--- src/rtl/mult_accum_pkg.sv ---
// Shared definitions for the multiply-accumulate block: FSM encoding and
// default widths. The ALU top also uses the state encoding for status logic.
package mult_accum_pkg;

    typedef enum logic [1:0] {
        ST_IDLE = 2'd0,
        ST_RUN  = 2'd1,
        ST_DONE = 2'd2
    } state_t;

    localparam int ACC_W_DEF    = 16;
    localparam int CNT_W_DEF    = 8;
    localparam int SATURATE_DEF = 1;

endpackage

--- src/rtl/mult_accum_sat_adder.sv ---
// Combinational W-bit + 8-bit unsigned adder with carry-out detection and
// optional clamp to all-ones when the carry fires.
module sat_adder #(
    parameter int W        = 16,
    parameter int SATURATE = 1
) (
    input  logic [W-1:0] a,
    input  logic [7:0]   b,
    output logic [W-1:0] sum,
    output logic         carry
);

    logic [W:0] raw_s;

    // Wide add, carry is the overflow indication; clamp or wrap the result
    always_comb begin
        raw_s = {1'b0, a} + {{(W-7){1'b0}}, b};
        carry = raw_s[W];
        if (raw_s[W] && (SATURATE != 0)) begin
            sum = {W{1'b1}};
        end else begin
            sum = raw_s[W-1:0];
        end
    end

endmodule

--- src/rtl/mult_accum.sv ---
// Accumulates a host-specified number of 8-bit multiplier products into a
// wide register and presents the total with sticky error/overflow flags on a
// valid/ready result port.
module mult_accum
    import mult_accum_pkg::*;
#(
    parameter int ACC_W    = ACC_W_DEF,
    parameter int CNT_W    = CNT_W_DEF,
    parameter int SATURATE = SATURATE_DEF
) (
    input  logic             clk,
    input  logic             rst_n,
    input  logic             start,
    input  logic [CNT_W-1:0] len,
    input  logic             abort,
    input  logic             in_valid,
    output logic             in_ready,
    input  logic [7:0]       in_product,
    input  logic             in_err,
    output logic             out_valid,
    input  logic             out_ready,
    output logic [ACC_W-1:0] out_sum,
    output logic             out_err,
    output logic             out_ovf,
    output logic             busy
);

    state_t             state_r;
    logic [ACC_W-1:0]   acc_r;
    logic [CNT_W-1:0]   rem_r;
    logic               err_r;
    logic               ovf_r;
    logic [ACC_W-1:0]   add_sum_s;
    logic               add_carry_s;

    sat_adder #(
        .W        (ACC_W),
        .SATURATE (SATURATE)
    ) u_add (
        .a     (acc_r),
        .b     (in_product),
        .sum   (add_sum_s),
        .carry (add_carry_s)
    );

    // FSM, product counter, accumulator and sticky flags; abort wins over all
    always_ff @(posedge clk or negedge rst_n) begin
        if (!rst_n) begin
            state_r <= ST_IDLE;
            acc_r   <= {ACC_W{1'b0}};
            rem_r   <= {CNT_W{1'b0}};
            err_r   <= 1'b0;
            ovf_r   <= 1'b0;
        end else if (abort) begin
            state_r <= ST_IDLE;
            acc_r   <= {ACC_W{1'b0}};
            rem_r   <= {CNT_W{1'b0}};
            err_r   <= 1'b0;
            ovf_r   <= 1'b0;
        end else begin
            case (state_r)
                ST_IDLE: begin
                    if (start) begin
                        acc_r <= {ACC_W{1'b0}};
                        err_r <= 1'b0;
                        ovf_r <= 1'b0;
                        if (len != {CNT_W{1'b0}}) begin
                            rem_r   <= len;
                            state_r <= ST_RUN;
                        end else begin
                            // empty run: report a zero sum straight away
                            rem_r   <= {CNT_W{1'b0}};
                            state_r <= ST_DONE;
                        end
                    end
                end
                ST_RUN: begin
                    // in_ready is high for the whole RUN state
                    if (in_valid) begin
                        acc_r <= add_sum_s;
                        err_r <= err_r | in_err;
                        ovf_r <= ovf_r | add_carry_s;
                        rem_r <= rem_r - {{(CNT_W-1){1'b0}}, 1'b1};
                        if (rem_r == {{(CNT_W-1){1'b0}}, 1'b1}) begin
                            state_r <= ST_DONE;
                        end
                    end
                end
                ST_DONE: begin
                    if (out_ready) begin
                        state_r <= ST_IDLE;
                    end
                end
                default: begin
                    state_r <= ST_IDLE;
                end
            endcase
        end
    end

    // Handshake and status outputs decode directly from the state register;
    // result fields are the accumulator and flag registers themselves
    assign in_ready  = (state_r == ST_RUN);
    assign out_valid = (state_r == ST_DONE);
    assign busy      = (state_r != ST_IDLE);
    assign out_sum   = acc_r;
    assign out_err   = err_r;
    assign out_ovf   = ovf_r;

endmodule

--- config.mk ---
export PLATFORM = sky130hd
export DESIGN_NAME = mult_accum
export DESIGN_NICKNAME = d
export VERILOG_FILES = /design/src/rtl/mult_accum_pkg.sv /design/src/rtl/mult_accum_sat_adder.sv /design/src/rtl/mult_accum.sv
export SDC_FILE = /design/constraint.sdc
export NUM_CORES = 1
export LEC_CHECK = 0
export BUFFER_PORTS_ARGS = -buffer_cell sky130_fd_sc_hd__buf_2
export CAP_MARGIN = 20
export CORE_MARGIN = 2
export CORE_UTILIZATION = 38
export DETAILED_ROUTE_END_ITERATION = 10
export PLACE_DENSITY = 0.6
export SETUP_SLACK_MARGIN = 0.5
export SLEW_MARGIN = 20
export SYNTH_ARGS = -nofsm -noshare
export SYNTH_HDL_FRONTEND = slang
export SYNTH_HIERARCHICAL = 1
export SYNTH_SLANG_ARGS = --single-unit
--- constraint.sdc ---
create_clock -name clk -period 3.5 [get_ports clk]
set_clock_uncertainty 0.15 [all_clocks]
set_input_delay 0.35 -clock clk [delete_from_list [all_inputs] [get_ports clk]]
set_output_delay 0.35 -clock clk [all_outputs]
set_load 0.005 [all_outputs]
==> impl_metrics.json <==
{
  "drcViolationCount": 0,
  "synth.distinct_cells": 58,
  "hold_path.class": "in2reg",
  "fin_ws_ns": 0.760,
  "postCtsResizedCells": 0,
  "rows": 27,
  "grt.met1_usage": 0.241,
  "worstRegToRegCells": 9,
  "end_kind": "flip-flop",
  "synth_compound_area_frac": 0.251,
  "min_from": "in_err",
  "io_buffers": 43,
  "postCtsSetupRepairBufs": 0,
  "drive_gt1_frac": 0.242,
  "firstDrtPassIters": 4,
  "drv_cap": 0,
  "antenna_found_initial": 0,
  "route.vias.total": 1909,
  "slew_headroom": 0.513,
  "cts_root_buffer": "clkbuf_8",
  "gr-usage-met3": 0.0170,
  "critPathKind": "reg2reg",
  "max-vdd-ir-drop_uv": 332,
  "ys_seq_elements": 28,
  "cts-htree-levels": 1,
  "critPathRequiredTime_ns": 3.51,
  "grt_max_degree": 29,
  "hold_path_depth": 3,
  "synth_top_family_by_area": "compound AO/OA/AOI/OAI gates",
  "die_h_um": 79.7,
  "area_growth_pct": 12.1,
  "synth_mux_area_frac": 0.0476,
  "overflow": 0,
  "postRouteAntennaNets": 0,
  "hpwl_um": 3620,
  "avgSynthCellArea_um2": 8.72,
  "antenna_cells": 0,
  "synthAdderAreaFrac": 0.0666,
  "nets": 321,
  "core_um2": 5510,
  "hold_buffers": 1,
  "drtIter0Drc": 82,
  "hold_viol": 0,
  "p_per_area_nw_per_um2": 528,
  "die_area_um2": 6360,
  "async_flop_share": 1.00,
  "synth_nets": 284,
  "cts_buffers": 3,
  "cts-root-to-sink-buffers": 2,
  "synth_edf_count": 0,
  "grtUsageTotal": 0.166,
  "cts.clk_slew.worst_paths_ns": 0.10,
  "setup_viol": 0,
  "worstReg2RegStart": "out_sum[0]$_DFFE_PN0P_",
  "wire_per_inst_um": 13.9,
  "tightest_slew_ns": 0.729,
  "hold_end": "out_err$_DFFE_PN0P_",
  "gp_congestion": 0.859,
  "grt_busiest_layer": "met2",
  "leakagePower_nw": 1.14,
  "cts_tree": "yes",
  "grt_pass1_vias": 1754,
  "clock_sinks": 28,
  "via_per_inst": 5.35,
  "fmax_mhz": 365,
  "setup.worst_path.start": "out_sum[0]$_DFFE_PN0P_",
  "regToRegSetupSlack_ns": 0.76,
  "io_pins": 44,
  "rsz0062_at_grt": "no",
  "tns_ns": 0,
  "cp_data_arrival_time_ns": 2.75,
  "ys_warn_count": 6,
  "period_share": 0.783,
  "yosysSeqAreaShare": 0.321,
  "pre_cts_slack_ns": 0.757,
  "drt-total-wl_um": 4960,
  "fp.dieW_um": 79.7,
  "report.final.slew_viol_count": 0,
  "period_minus_slack_ns": 2.74,
  "cp_max_fo": 10,
  "synth-xor-area-share": 0.0201,
  "syn_inst": 250,
  "synth-simple-area-share": 0.210,
  "start_util": 0.396,
  "grt_util_met2": 0.264,
  "synthFlopType": "dfrtp_1",
  "status": "finished, final reports clean",
  "cp-start-kind": "flip-flop",
  "r2r_end": "out_sum[7]$_DFFE_PN0P_",
  "clk-insertion-delay-late_ns": 0.27,
  "grt_pass1_wl_um": 8450,
  "syn_area_um2": 2180
}
layout by cell type, fill, tap and decap left out, types with 4 or more instances in the layout:
cell type / n
ha_1: 10
nand2b_1: 5
dfrtp_1: 28
o2bb2ai_1: 8
inv_1: 21
nor2_1: 14
o21ai_0: 23
nand3_1: 21
nor3_1: 7
mux2_2: 4
o21ai_1: 5
buf_2: 43
a21oi_1: 17
nand2_1: 11
synth_stat cells, types with 4 or more instances:
cell type  number  area, um2
dfrtp_1        28        701
o21ai_0        23        115
inv_1          21       78.8
nand3_1        21        105
a21oi_1        17       85.1
nor2_1         14       52.6
nand2_1        11       41.3
ha_1           10        125
o2bb2ai_1       8       70.1
nor3_1          7       35.0
nand2b_1        5       31.3
o21ai_1         5       25.0
buf_2           4       20.0
buf_4           4       30.0
buf_6           4       45.0
mux2_2          4       45.0
sequential cells by signal, summed over array words and instances (netlist names):
signal,flops
out_err,1
out_ovf,1
out_sum,16
rem_r,8
state_r,2
how the worst max path moves through the flow:
stage | end | slack (ns) | cells after the start
floorplan | out_sum[9]$_DFFE_PN0P_ | 1.03 | 9
global placement | out_sum[7]$_DFFE_PN0P_ | 0.81 | 10
detailed placement | out_sum[7]$_DFFE_PN0P_ | 0.76 | 10
CTS | out_sum[7]$_DFFE_PN0P_ | 0.75 | 9
global route | out_sum[7]$_DFFE_PN0P_ | 0.53 | 9
finish | out_sum[7]$_DFFE_PN0P_ | 0.76 | 9
layout make-up:
class | instances | area [um2]
fillers | 545 | 3060
multi-input cells | 187 | 1300
flip-flops and latches | 28 | 701
repair buffers | 45 | 233
well taps | 72 | 90.1
inverters | 22 | 82.6
clock buffers | 3 | 41.3
report_power, final:
part	switching, W	internal, W	total, W	leakage (nW)
sequential	0.0000858	0.000385	0.000471	0.381
clock	0.000105	0.0000775	0.000182	0.0216
combinational	0.000355	0.000281	0.000636	0.741
stage by stage:
step / area [um2] / std cells / hold WS [ns] / total power, W / utilization
after floorplan: 2180 / 250 / -0.0956 / 0.000993 / -
after global placement: 2390 / 353 / 0.277 / 0.00111 / 0.434
after detailed placement: 2390 / 353 / 0.279 / 0.00111 / 0.434
after CTS: 2440 / 357 / 0.183 / 0.00130 / 0.444
after global routing: 2440 / 357 / 0.187 / 0.00141 / 0.444
final: 2440 / 357 / 0.187 / 0.00129 / 0.444
cells by family (layout without fill, tap and decap cells):
kind of cell,Yosys count,after routing
XOR/XNOR,5,5
buffers and inverters,35,70
flip-flops,28,28
adder cells (fa/ha/maj),11,11
AND/OR/NAND/NOR,82,82
multiplexers,9,9
AO/OA/AOI/OAI,80,80
per-layer routing:
layer / up-vias / share of wire
met5: - / 0
met4: 0 / 0.0062
met3: 2 / 0.034
met2: 36 / 0.45
met1: 900 / 0.51
li1: 971 / -
critical path: stages, from the launching register on:
cell and delay (ns):
dfrtp_1 0.41, ha_1 0.24, fa_1 0.43, a211o_1 0.38, a31oi_4 0.23, o22ai_2 0.13
nand2b_1 0.37, nand3_1 0.12, nand3_1 0.09, o21ai_0 0.08
No activity file was read; power rests on OpenSTA's default activity.
